## config.mk

```make
export PLATFORM = sky130hd
export DESIGN_NAME = fetch_unit
export DESIGN_NICKNAME = d
export VERILOG_FILES = /design/src/rtl/fetch_unit.sv
export SDC_FILE = /design/constraint.sdc
export NUM_CORES = 1
export LEC_CHECK = 0
export CORE_ASPECT_RATIO = 0.6
export CORE_MARGIN = 1.5
export CORE_UTILIZATION = 45
export CTS_CLUSTER_SIZE = 12
export DETAILED_ROUTE_END_ITERATION = 7
export PLACE_DENSITY = 0.7
export SLEW_MARGIN = 0
export SYNTH_ARGS = -nofsm -noshare
export SYNTH_HDL_FRONTEND = slang
export SYNTH_SLANG_ARGS = --single-unit
```

## constraint.sdc

```tcl
create_clock -name clk -period 3.5 [get_ports clk]
set_input_delay 0.525 -clock clk [delete_from_list [all_inputs] [get_ports clk]]
set_output_delay 0.525 -clock clk [all_outputs]
set_load 0.05 [all_outputs]
```

## src/rtl/fetch_unit.sv

```systemverilog
// Instruction fetch stage: owns the PC, keeps one memory read outstanding and
// buffers returned words in a 2-entry queue feeding decode.
`timescale 1ns/1ps
module fetch_unit #(
  parameter logic [15:0] RESET_PC  = 16'h0000,
  parameter logic [15:0] NOP_INSTR = 16'h0800
) (
  input  logic        clk,
  input  logic        rst_n,
  output logic        imem_rd,
  output logic [15:0] imem_addr,
  input  logic [15:0] imem_rdata,
  input  logic        imem_done,
  output logic [15:0] Instr,
  output logic [15:0] pc_plus2,
  output logic        instr_valid,
  input  logic        id_stall,
  input  logic        redirect,
  input  logic [15:0] redirect_pc,
  output logic        halted
);

  localparam int unsigned XW = 16;
  localparam int unsigned OW = 2;

  typedef enum logic [1:0] {
    S_IDLE   = 2'd0,
    S_WAIT   = 2'd1,
    S_SQUASH = 2'd2,
    S_HALTED = 2'd3
  } state_e;

  typedef struct packed {
    logic [XW-1:0] instr;
    logic [XW-1:0] pc2;
  } entry_t;

  state_e        state_q, state_d;
  logic [XW-1:0] fetch_pc_q, fetch_pc_d;
  logic          rd_q, rd_d;
  logic [XW-1:0] addr_q, addr_d;
  logic          halted_q, halted_d;
  entry_t        e0_q, e0_d, e1_q, e1_d;
  logic          v0_q, v0_d, v1_q, v1_d;

  logic          outstanding;
  logic          pop;
  logic          push;
  logic          push_halt;
  logic [OW-1:0] occ_cur;
  logic [OW-1:0] occ_post;
  logic          issue_ok;
  logic          issue;
  logic [XW-1:0] target_pc;
  logic [XW-1:0] issue_pc;
  entry_t        new_entry;
  entry_t        empty_head;

  // Handshake qualifiers; redirect suppresses both pop and push.
  assign outstanding = (state_q == S_WAIT) || (state_q == S_SQUASH);
  assign pop         = v0_q && !id_stall && !redirect;
  assign push        = (state_q == S_WAIT) && imem_done && !redirect;
  assign push_halt   = push && (imem_rdata[15:11] == 5'b00000);
  assign occ_cur     = OW'(v0_q) + OW'(v1_q);
  assign occ_post    = redirect ? OW'(0) : OW'(occ_cur - OW'(pop) + OW'(push));
  assign issue_ok    = (occ_post <= OW'(1));
  assign target_pc   = redirect_pc & ~XW'(1);
  assign issue_pc    = redirect ? target_pc : fetch_pc_q;
  assign new_entry   = '{instr: imem_rdata, pc2: XW'(addr_q + XW'(2))};
  assign empty_head  = '{instr: NOP_INSTR, pc2: XW'(0)};

  // State register.
  always_ff @(posedge clk or negedge rst_n) begin
    if (!rst_n) state_q <= S_IDLE;
    else        state_q <= state_d;
  end

  // Next-state and issue decision.
  always_comb begin
    state_d = state_q;
    issue   = 1'b0;
    if (redirect) begin
      unique case (state_q)
        S_WAIT, S_SQUASH: begin
          if (imem_done) begin
            issue   = 1'b1;
            state_d = S_WAIT;
          end else begin
            state_d = S_SQUASH;
          end
        end
        S_IDLE: begin
          issue   = 1'b1;
          state_d = S_WAIT;
        end
        default: state_d = S_IDLE;
      endcase
    end else begin
      unique case (state_q)
        S_IDLE: begin
          if (issue_ok) begin
            issue   = 1'b1;
            state_d = S_WAIT;
          end
        end
        S_WAIT: begin
          if (imem_done) begin
            if (push_halt) begin
              state_d = S_HALTED;
            end else if (issue_ok) begin
              issue   = 1'b1;
              state_d = S_WAIT;
            end else begin
              state_d = S_IDLE;
            end
          end
        end
        S_SQUASH: begin
          if (imem_done) begin
            if (issue_ok) begin
              issue   = 1'b1;
              state_d = S_WAIT;
            end else begin
              state_d = S_IDLE;
            end
          end
        end
        default: state_d = state_q;
      endcase
    end
  end

  // Request, PC, halt flag and queue next values.
  always_comb begin
    rd_d       = rd_q;
    addr_d     = addr_q;
    fetch_pc_d = redirect ? target_pc : fetch_pc_q;
    halted_d   = halted_q;
    e0_d       = e0_q;
    e1_d       = e1_q;
    v0_d       = v0_q;
    v1_d       = v1_q;

    if (redirect)       halted_d = 1'b0;
    else if (push_halt) halted_d = 1'b1;

    if (issue) begin
      rd_d       = 1'b1;
      addr_d     = issue_pc;
      fetch_pc_d = XW'(issue_pc + XW'(2));
    end else if (outstanding && imem_done) begin
      rd_d = 1'b0;
    end

    if (pop) begin
      e0_d = e1_q;
      v0_d = v1_q;
      v1_d = 1'b0;
    end
    if (push) begin
      if (!v0_d) begin
        e0_d = new_entry;
        v0_d = 1'b1;
      end else begin
        e1_d = new_entry;
        v1_d = 1'b1;
      end
    end
    if (redirect) begin
      v0_d = 1'b0;
      v1_d = 1'b0;
    end

    // Empty slots hold a canonical value so the head can drive decode directly.
    if (!v0_d) e0_d = empty_head;
    if (!v1_d) e1_d = '0;
  end

  always_ff @(posedge clk or negedge rst_n) begin
    if (!rst_n) begin
      rd_q       <= 1'b0;
      addr_q     <= RESET_PC;
      fetch_pc_q <= RESET_PC;
      halted_q   <= 1'b0;
      e0_q       <= '{instr: NOP_INSTR, pc2: XW'(0)};
      e1_q       <= '0;
      v0_q       <= 1'b0;
      v1_q       <= 1'b0;
    end else begin
      rd_q       <= rd_d;
      addr_q     <= addr_d;
      fetch_pc_q <= fetch_pc_d;
      halted_q   <= halted_d;
      e0_q       <= e0_d;
      e1_q       <= e1_d;
      v0_q       <= v0_d;
      v1_q       <= v1_d;
    end
  end

  assign imem_rd     = rd_q;
  assign imem_addr   = addr_q;
  assign Instr       = e0_q.instr;
  assign pc_plus2    = e0_q.pc2;
  assign instr_valid = v0_q;
  assign halted      = halted_q;

endmodule

```

Word level (Yosys, flattened, before mapping)
Index checks and enable logic that the tools add are counted.

Register bits after elaboration: 102. Latch bits: 0. RAM bits: 0. ROM bits: 0. Memories: 0.

Add/sub/neg operators: 5. Multiply operators: 0. Divide/modulo/power cells: 0. Magnitude comparators: 1. Eq/ne operators: 7. Shifts and indexed selects: 0. Multiplexer cells: 38. Bitwise gates (word level): 0. Reduce and logical (&&, ||, !) cells: 17.

Operators by type and width (number): $mux 32 (7); $add 16x2->16 const B (2); $mux 16 (2); $mux 1 (18); $mux 2 (7); $ne 3x3->1 const B (3); $logic_and 1x1->1 (6); $pmux 2 s3 (1); $logic_not 5->1 (1); $ne 2x1->1 const B (2); $pmux 2 s2 (1); $reduce_and 4->1 (1); $reduce_bool 2->1 (2); $reduce_bool 4->1 (1); $pmux 1 s3 (1); $add 1x1->2 (1); $add 2x1->2 (1); $eq 2x1->1 const B (1); $eq 2x2->1 const B (1); $le 2x1->1 const B (1); $logic_not 1->1 (2); $logic_not 2->1 (1); $pmux 1 s2 (1); $reduce_and 2->1 (1); 3 further kinds (3).

Depth between registers and ports, before layout
Gate-level depths: netlist (run 1).

Word-level depth: 13. Depth in mapped cells: 14. Gate-level depth less buffers: 11.

Worst setup path before layout (run 1)
Ideal clock, no wire load.

Path kind: register to register. Start point: register v0_q, in the netlist instr_valid. End point: register fetch_pc_q[10]. Setup time: 0.080 ns. Data arrival time: 3.383 ns. Required time: 3.420 ns. Slack: 0.037 ns. Stages on the path, launching flop included: 13. Clock period less this slack: 3.463 ns. Path through: dfrtp_1 nand2_1 inv_1 buf_2 clkbuf_1 ha_1 inv_1 ha_1 a21oi_1 mux2i_2 o2111ai_4 nor4_1 xnor2_1.

Word-level cells in the longest chain between the ends: 12.

Ends and longest elaborated chain: from (decl) (line 44) `logic v0_q, v0_d, v1_q, v1_d;`; from (signal assigned) (line 196) `v0_q <= v0_d;`; $logic_and 1x1->1 (2 in a row) (line 61) `assign pop = v0_q && !id_stall && !redirect;`; $sub 2x1->2 * (line 65) `assign occ_post = redirect ? OW'(0) : OW'(occ_cur - OW'(pop) + OW'(push));`; $add 2x1->2 * (line 65); $mux 2 * (line 65); $le 2x1->1 * (line 66) `assign issue_ok = (occ_post <= OW'(1));`; $mux 1 * (line 101, 110, 120); $mux 1 (line 108) `if (push_halt) begin`; $mux 1 (line 107) `if (imem_done) begin`; $pmux 1 s3 * (line 99) `unique case (state_q)`; $mux 1 * (line 82) `if (redirect) begin`; $mux 16 * (line 147) `if (issue) begin`; named net fetch_pc_d[10] (line 39) `logic [XW-1:0] fetch_pc_q, fetch_pc_d;`; to (signal assigned) (line 192) `fetch_pc_q <= fetch_pc_d;`; to (decl) (line 39).

Mark *: on every way through the listed nets, which the timed path passes. The rest lies on a longest branch. A chain may end at the register's enable or synchronous reset.

Final worst setup path (run 1)
Start point: input port redirect. End point: register fetch_pc_q[10].

Word-level cells in the longest chain between the ends: 12.

Ends and longest elaborated chain: from (decl) (line 18) `input logic redirect,`; $logic_not 1->1 (line 61, 62); $logic_and 1x1->1 (line 61); $sub 2x1->2 (line 65); $add 2x1->2 (line 65); $mux 2 (line 65); $le 2x1->1 (line 66); $mux 1 (line 101, 110, 120); $mux 1 (line 108); $mux 1 (line 107); $pmux 1 s3 (line 99); $mux 1 (line 82); $mux 16 * (line 147); named net fetch_pc_d[10] (line 39).

Marks and branches as above.

==> metrics.md, run 1 <==
| Metric | Value |
|---|---|
| Initial DRT Pass Iterations | 5 |
| Final Cycle Share | 89.9% |
| Vias in the first global route | slightly above 4000 |
| Vias/cell | approximately 5.7 |
| CTS clk-pin slew, worst paths | 0.07 ns |
| # hold bufs at CTS | 0 |
| Top cell type's share of synthesized area | between 50 and 60% |
| Total negative slack | 0 ns |
| Min cycle time layout | between 3 and 4 ns |
| Tot GR Track Use | a little under a quarter |
| Reg2reg start | instr_valid$_DFF_PN0_ |
| Leakage | 2.55 nW |
| Final ANT Viol Nets | 0 |
| Wirelength, routed | 12700 microns |
| H-tree Lvls | 3 |
| GRT overflow | 0 |
| Start point of the critical path | redirect |
| WHS | about 0.27 ns |
| Synth area leaders | dfrtp_1, nand2_1, o21ai_0, a22o_1, xnor2_1 |
| Layout cells sized above 1 | ~8% |
| Area of placed instances | ~5900 sq um |
| Worst VDD drop | approximately 0.65 mV |
| Slowest-stage cell, CP | clkdlybuf4s50_1 |
| Most frequent cells in the layout | dfrtp_1, nand2_1, clkdlybuf4s50_1 |
| Count of boundary I/O pins | 88 |
| Wire per inst | 17.7 microns |
| Die width | between 100 and 150 microns |
| Synth warn | 0 |
| Die ar. | approximately 12000 sq um |
| Crit path required time | 3.76 ns |
| Cell area power density | around 660 nW/um^2 |
| Critical path cell sequence | clkdlybuf4s50_1, nor2_1, nand2_1, inv_1, ha_1, inv_1, ha_1, a21oi_1, mux2i_2, o2111ai_4, nor4_1, xnor2_1 |
| Final core utilization | 58.6% |
| Critical path startpoint category | primary input |
| Status | finished, final reports clean |
| Post-route cell area | 6210 sq um |
| WS Path Type | primary input to flip-flop |
| Starting Density | between 40% and 50% |
| Actual slew at the worst max-slew pin | 0.841 ns |
| Yosys top cell by area | dfrtp_1 |
| Critical Path AT | roughly 3.4 ns |
| Syn Inst Count | approximately 490 |
| Largest net degree at the start of global routing | between 60 and 70 |
| Synth Register Bits | between 100 and 150 |
| Initial antenna violation count | 0 |
| Row cnt | 29 |
| Post-DP HPWL | between 8000 and 9000 microns |
| Worst setup EP type | flip-flop |
| Post-Synthesis Cell Area | around 4900 sq um |
| Headroom to the max-slew limit | 43.9% |
| Maximum clock path buffer count | 2 |
| Core area | between 10000 and 15000 sq um |
| GP Congestion | approximately 0.8 |
| Residual DRC | 0 |
| Post-synthesis sequential area ratio | around 52% |
| Layout net count | 618 |
| CTS Buf Count | 9 |
| Unrepaired setup endpoints after global routing | false |
| Min-delay worst type | primary input to async pin |
| Root Driver | clkbuf_16 |
| Finish-stage setup viols | 0 |
| Commonest non-fill, non-tap cell in the layout | dfrtp_1 |
| Slowest stage delay, CP | 0.54 ns |
| Clock skew | ~0.0083 ns |
| TritonCTS clock tree | built |
| Vias | 4108 |
| CTS resizes | 0 |
| FMAX | between 300 and 400 MHz |
| Final Max Tran Viols | 0 |
| CTS sink cnt | between 100 and 150 |
| Reg2Reg Setup Slack | 0.64 ns |
| Final-report hold violation count | 0 |
| Chip Height | about 84 microns |
| Worst skew pair latency | approximately 0.34 ns |
| First-pass GRT wire length | around 21000 microns |
| Syn nets | 533 |
| First DRT Iteration DRCs | approximately 320 |
| Largest fanout on the critical path | 9 |
| Distinct cells, synth | 47 |
| Area grow syn2layout | 26.1% |
| Syn Area/Cell | 10.1 sq um |
| I/O Buffers | 86 |
| Antenna Cells | 0 |
| Post-CTS Setup Inserts | 0 |
| Max-cap viol count | 0 |
==> path summary, 6_finish.rpt <==
path | end | cells past startpoint
min reg2reg | e1_q[7]$_DFFE_PN0P_ | 2
max reg2reg | fetch_pc_q[10]$_DFF_PN0_ | 10
max | fetch_pc_q[10]$_DFF_PN0_ | 12
min | imem_addr[12]$_DFFE_PN0P_ | 1
min in group clk | e1_q[7]$_DFFE_PN0P_ | 2
max in group asynchronous | state_q[1]$_DFFE_PN0P_ | 2
==> power by group <==
group | leakage (nW) | switching [W] | internal [W]
combinational | 1.07 | 0.00103 | 0.000565
clock | 0.130 | 0.000444 | 0.000485
sequential | 1.35 | 0.000216 | 0.00135
total | 2.55 | 0.00169 | 0.00240
==> sequential cells by signal, indices dropped and copies added (netlist names) <==
name,count
instr_valid,1
state_q,2
v1_q,1
e1_q,32
halted,1
pc_plus2,16
imem_rd,1
Instr,16
fetch_pc_q,16
imem_addr,16
==> cell usage after synthesis, drive strengths merged <==
master   number
dfrtp       101
nand2        96
o21ai        45
a22o         24
a31oi        20
xnor2        20
nor2         18
mux2i        17
clkbuf       14
buf          13
a21oi        11
inv          10
nor3         10
ha            9
a211oi        8
nand3         8
xor2          8
and3          7
mux2          6
and2          4
nand4         4
nor4          4
and4          3
nand2b        3
nor2b         3
a21boi        2
a221oi        2
a311oi        2
nor4b         2
o32ai         2
a32oi         1
and3b         1
dfstp         1
nand3b        1
nand4b        1
o2111ai       1
o22ai         1
o311ai        1
o31a          1
o31ai         1
or3           1
==> metal layers <==
layer / vias up / routed length [microns] / GRT usage [%]
li1: 1901 / - / -
met1: 2085 / 6340 / 34.8
met2: 115 / 5600 / 33.6
met3: 7 / 665 / 4.70
met4: 0 / 78 / 5.17
met5: - / 0 / 0
==> worst max-delay path: cells and delay by family <==
family / cells / cell delay (ns)
compound gates: 2 / 0.54
xor+xnor: 1 / 0.18
fa+ha+maj: 2 / 0.54
buf+inv: 3 / 0.64
mux: 1 / 0.40
simple gates: 3 / 0.61
==> logic make-up after synthesis <==
group	after synthesis	share of synthesized area [%]
AO/OA/AOI/OAI	122	16.8
flip-flops	102	51.8
buffers and inverters	37	3.38
XOR/XNOR	28	4.98
AND/OR/NAND/NOR	166	15.8
adder cells (fa/ha/maj)	9	2.29
multiplexers	23	4.90
==> stage by stage <==
step	std cells	power (W)	setup slack [ns]
finish	716	0.00410	0.353
global route	716	0.00432	0.218
CTS	716	0.00411	0.387
detailed placement	700	0.00318	0.0266
global placement	700	0.00315	0.155
floorplan	487	0.00263	0.0375
==> cell type report <==
class,instances,area [sq um]
multi-input cells,348,2210
well taps,139,174
flip-flops and latches,102,2550
repair buffers,101,971
inverters,10,37.5
fillers,898,4380
clock buffers,11,233
clock inverters,5,35.0
No activity file was read; power rests on OpenSTA's default activity.
==> run 2: changes to the inputs <==
--- a/config.mk
+++ b/config.mk
@@ -8,8 +8,11 @@
 export CORE_ASPECT_RATIO = 0.6
 export CORE_MARGIN = 1.5
 export CORE_UTILIZATION = 45
+export CTS_CLUSTER_DIAMETER = 150
 export CTS_CLUSTER_SIZE = 12
 export DETAILED_ROUTE_END_ITERATION = 7
+export GPL_ROUTABILITY_DRIVEN = 0
+export HOLD_SLACK_MARGIN = 0.12
 export PLACE_DENSITY = 0.7
 export SLEW_MARGIN = 0
 export SYNTH_ARGS = -nofsm -noshare
==> results of run 2 <==
Final layout, timing and power as in run 1 (identical DEF).
==> run 3: changes to the inputs <==
--- a/config.mk
+++ b/config.mk
@@ -5,9 +5,10 @@
 export SDC_FILE = /design/constraint.sdc
 export NUM_CORES = 1
 export LEC_CHECK = 0
-export CORE_ASPECT_RATIO = 0.6
+export CORE_ASPECT_RATIO = 1.2
 export CORE_MARGIN = 1.5
 export CORE_UTILIZATION = 45
+export CTS_BUF_LIST = sky130_fd_sc_hd__clkbuf_16
 export CTS_CLUSTER_DIAMETER = 150
 export CTS_CLUSTER_SIZE = 12
 export DETAILED_ROUTE_END_ITERATION = 7
==> metrics.md, run 3 (synthesized netlist as in run 1, its figures left out) <==
| Metric | Value |
|---|---|
| Status | finished, final reports clean (unchanged) |
| Chip Height | 118 microns (was 84.0 microns) |
| Post-CTS Setup Inserts | 0 (unchanged) |
| Vias/cell | 5.63 (was 5.74) |
| Maximum clock path buffer count | 2 (unchanged) |
| Reg2Reg Setup Slack | 0.74 ns (was 0.64 ns) |
| Area of placed instances | 5920 sq um (was 5940 sq um) |
| Die width | 98.5 microns (was 138 microns) |
| Residual DRC | 0 (unchanged) |
| Min cycle time layout | 3.03 ns (was 3.15 ns) |
| GRT overflow | 0 (unchanged) |
| Multi-input combinational cell area | 2210 sq um (unchanged) |
| CTS Buf Count | 9 (unchanged) |
| Core area | 10600 sq um (about the same) |
| Final core utilization | 59.0% (was 58.6%) |
| Sequential power share | 37.3% (was 38.3%) |
| Crit path required time | 3.71 ns (was 3.76 ns) |
| Worst setup EP type | flip-flop (unchanged) |
| Pint | 0.00254 W (was 0.00240 W) |
| Reg with most FFs | e1_q (unchanged) |
| Count of boundary I/O pins | 88 (unchanged) |
| CTS resizes | 0 (unchanged) |
| Row cnt | 41 (was 29) |
| Wire per inst | 16.8 microns (was 17.7 microns) |
| Clock skew | 0.00479 ns (was 0.00835 ns) |
| Final Cycle Share | 86.5% (was 89.9%) |
| Final ANT Viol Nets | 0 (unchanged) |
| # hold bufs at CTS | 0 (unchanged) |
| Worst-case reg-to-reg path depth | 12 (was 10) |
| Vias in the first global route | 3936 (was 4031) |
| Final-report hold violation count | 0 (unchanged) |
| WHS | 0.388 ns (was 0.271 ns) |
| Max FFs per register | 32 (unchanged) |
| R2R Path End | imem_addr[9]$_DFFE_PN0P_ (was fetch_pc_q[10]$_DFF_PN0_) |
| Area grow syn2layout | 26.5% (was 26.1%) |
| Unrepaired setup endpoints after global routing | false (unchanged) |
| H-tree Lvls | 3 (unchanged) |
| I/O Buffers | 86 (unchanged) |
| Initial DRT Pass Iterations | 4 (was 5) |
| Actual slew at the worst max-slew pin | 1.12 ns (was 0.841 ns) |
| Reg area | 2550 sq um (unchanged) |
| Vias | 3966 (was 4108) |
| Headroom to the max-slew limit | 24.7% (was 43.9%) |
| Clock Power Share | 24.8% (was 22.7%) |
| CTS sink cnt | 102 (unchanged) |
| Finish-stage setup viols | 0 (unchanged) |
| Post-DP HPWL | 8070 microns (was 8750 microns) |
| Largest net degree at the start of global routing | 91 (was 66) |
| FMAX | 330 MHz (was 318 MHz) |
| Starting Density | 46.6% (was 46.5%) |
| Wirelength, routed | 11800 microns (was 12700 microns) |
| First DRT Iteration DRCs | 168 (was 323) |
| WS Path Type | primary input to flip-flop (unchanged) |
| Cell area power density | 674 nW/um^2 (was 660 nW/um^2) |
| NetSw | 0.00166 W (was 0.00169 W) |
| Commonest non-fill, non-tap cell in the layout | dfrtp_1 (unchanged) |
| Comb pwr share | 37.9% (was 39.0%) |
| Die ar. | 11600 sq um (about the same) |
| Worst VDD drop | 0.537 mV (was 0.651 mV) |
| Layout net count | 616 (was 618) |
| CTS clk-pin slew, worst paths | 0.07 ns (about the same) |
| Max-cap viol count | 0 (unchanged) |
| Min-delay worst type | primary input to async pin (unchanged) |
| Sw frac | 39.6% (was 41.3%) |
| TritonCTS clock tree | built (unchanged) |
| Root Driver | clkbuf_16 (unchanged) |
| Critical path startpoint category | primary input (unchanged) |
| Total negative slack | 0 ns (unchanged) |
| Largest fanout on the critical path | 23 (was 9) |
| Leakage | 2.57 nW (was 2.55 nW) |
| Post-route cell area | 6230 sq um (was 6210 sq um) |
| Most frequent cells in the layout | dfrtp_1, nand2_1, clkdlybuf4s50_1 (unchanged) |
| Layout cells sized above 1 | 7.48% (was 7.80%) |
| Worst skew pair latency | 0.34 ns (about the same) |
| Reg2reg start | instr_valid$_DFF_PN0_ (unchanged) |
| Critical Path AT | 3.24 ns (was 3.41 ns) |
| First-pass GRT wire length | 19400 microns (was 21100 microns) |
| Antenna Cells | 0 (unchanged) |
| Tot GR Track Use | 20.8% (was 22.9%) |
| Initial antenna violation count | 0 (unchanged) |
| Filler Cells Inserted | 938 (was 898) |
| Final Max Tran Viols | 0 (unchanged) |
[run 3: changes by cell type in the layout (fill, tap and decap cells not counted), sizes merged]
cell    before  now
buf         16   14
bufinv       0    2
clkinv       3    4
clkbuf      11    9
inv         11   10
[run 3: power by group through the flow]
stage	registers, W	clock network [W]	logic [W]
final	0.00157	0.00104	0.00159
after global routing	0.00160	0.00111	0.00171
after CTS	0.00157	0.00107	0.00160
after detailed placement	0.00158	0	0.00159
after global placement	0.00158	0	0.00156
after floorplan	0.00191	0	0.000718
[run 3: worst max path at each step]
| stage | from | endpoint | cells past startpoint |
|---|---|---|---|
| after CTS | redirect | imem_addr[9]$_DFFE_PN0P_ | 14 |
| after global placement | redirect | imem_addr[8]$_DFFE_PN0P_ | 14 |
| final | redirect | imem_addr[9]$_DFFE_PN0P_ | 14 |
| after floorplan | instr_valid$_DFF_PN0_ | fetch_pc_q[10]$_DFF_PN0_ | 12 |
| after global routing | redirect | fetch_pc_q[10]$_DFF_PN0_ | 13 |
| after detailed placement | redirect | fetch_pc_q[10]$_DFF_PN0_ | 13 |
[run 3: critical path, cell delays in order]
cell and delay [ns]:
clkdlybuf4s50_1 0.51, nor2_1 0.06, nand2_1 0.07, inv_1 0.06, ha_1 0.28, inv_1 0.04
ha_1 0.26, a21oi_1 0.28, mux2i_2 0.25, buf_4 0.16, o311ai_4 0.28, buf_4 0.29
nand2_1 0.07, o21ai_0 0.09
[run 3: stage by stage]
step                      cells  setup WS [ns]  power (W)
final                       704          0.473    0.00420
after global placement      688          0.199    0.00313
after global routing        704          0.225    0.00442
after floorplan             487         0.0375    0.00263
after CTS                   704          0.473    0.00423
after detailed placement    688          0.105    0.00317
[run 3: area by class of cell]
| type | instances | area share, % |
|---|---|---|
| clock inverter | 7 | 1.43 |
| sequential | 102 | 41.0 |
| timing repair buffer | 99 | 15.3 |
| multi-input combinational | 348 | 35.4 |
| tap | 129 | 2.59 |
| clock buffer | 9 | 3.61 |
| inverter | 10 | 0.602 |
[run 3: layer usage]
metal | GRT usage, % | part of all wire [%] | vias up
met2 | 34.6 | 49 | 94
met1 | 27.4 | 45 | 1965
met3 | 3.98 | 5.0 | 11
met4 | 6.51 | 1.1 | 0
li1 | - | - | 1896
met5 | 0 | 0 | -
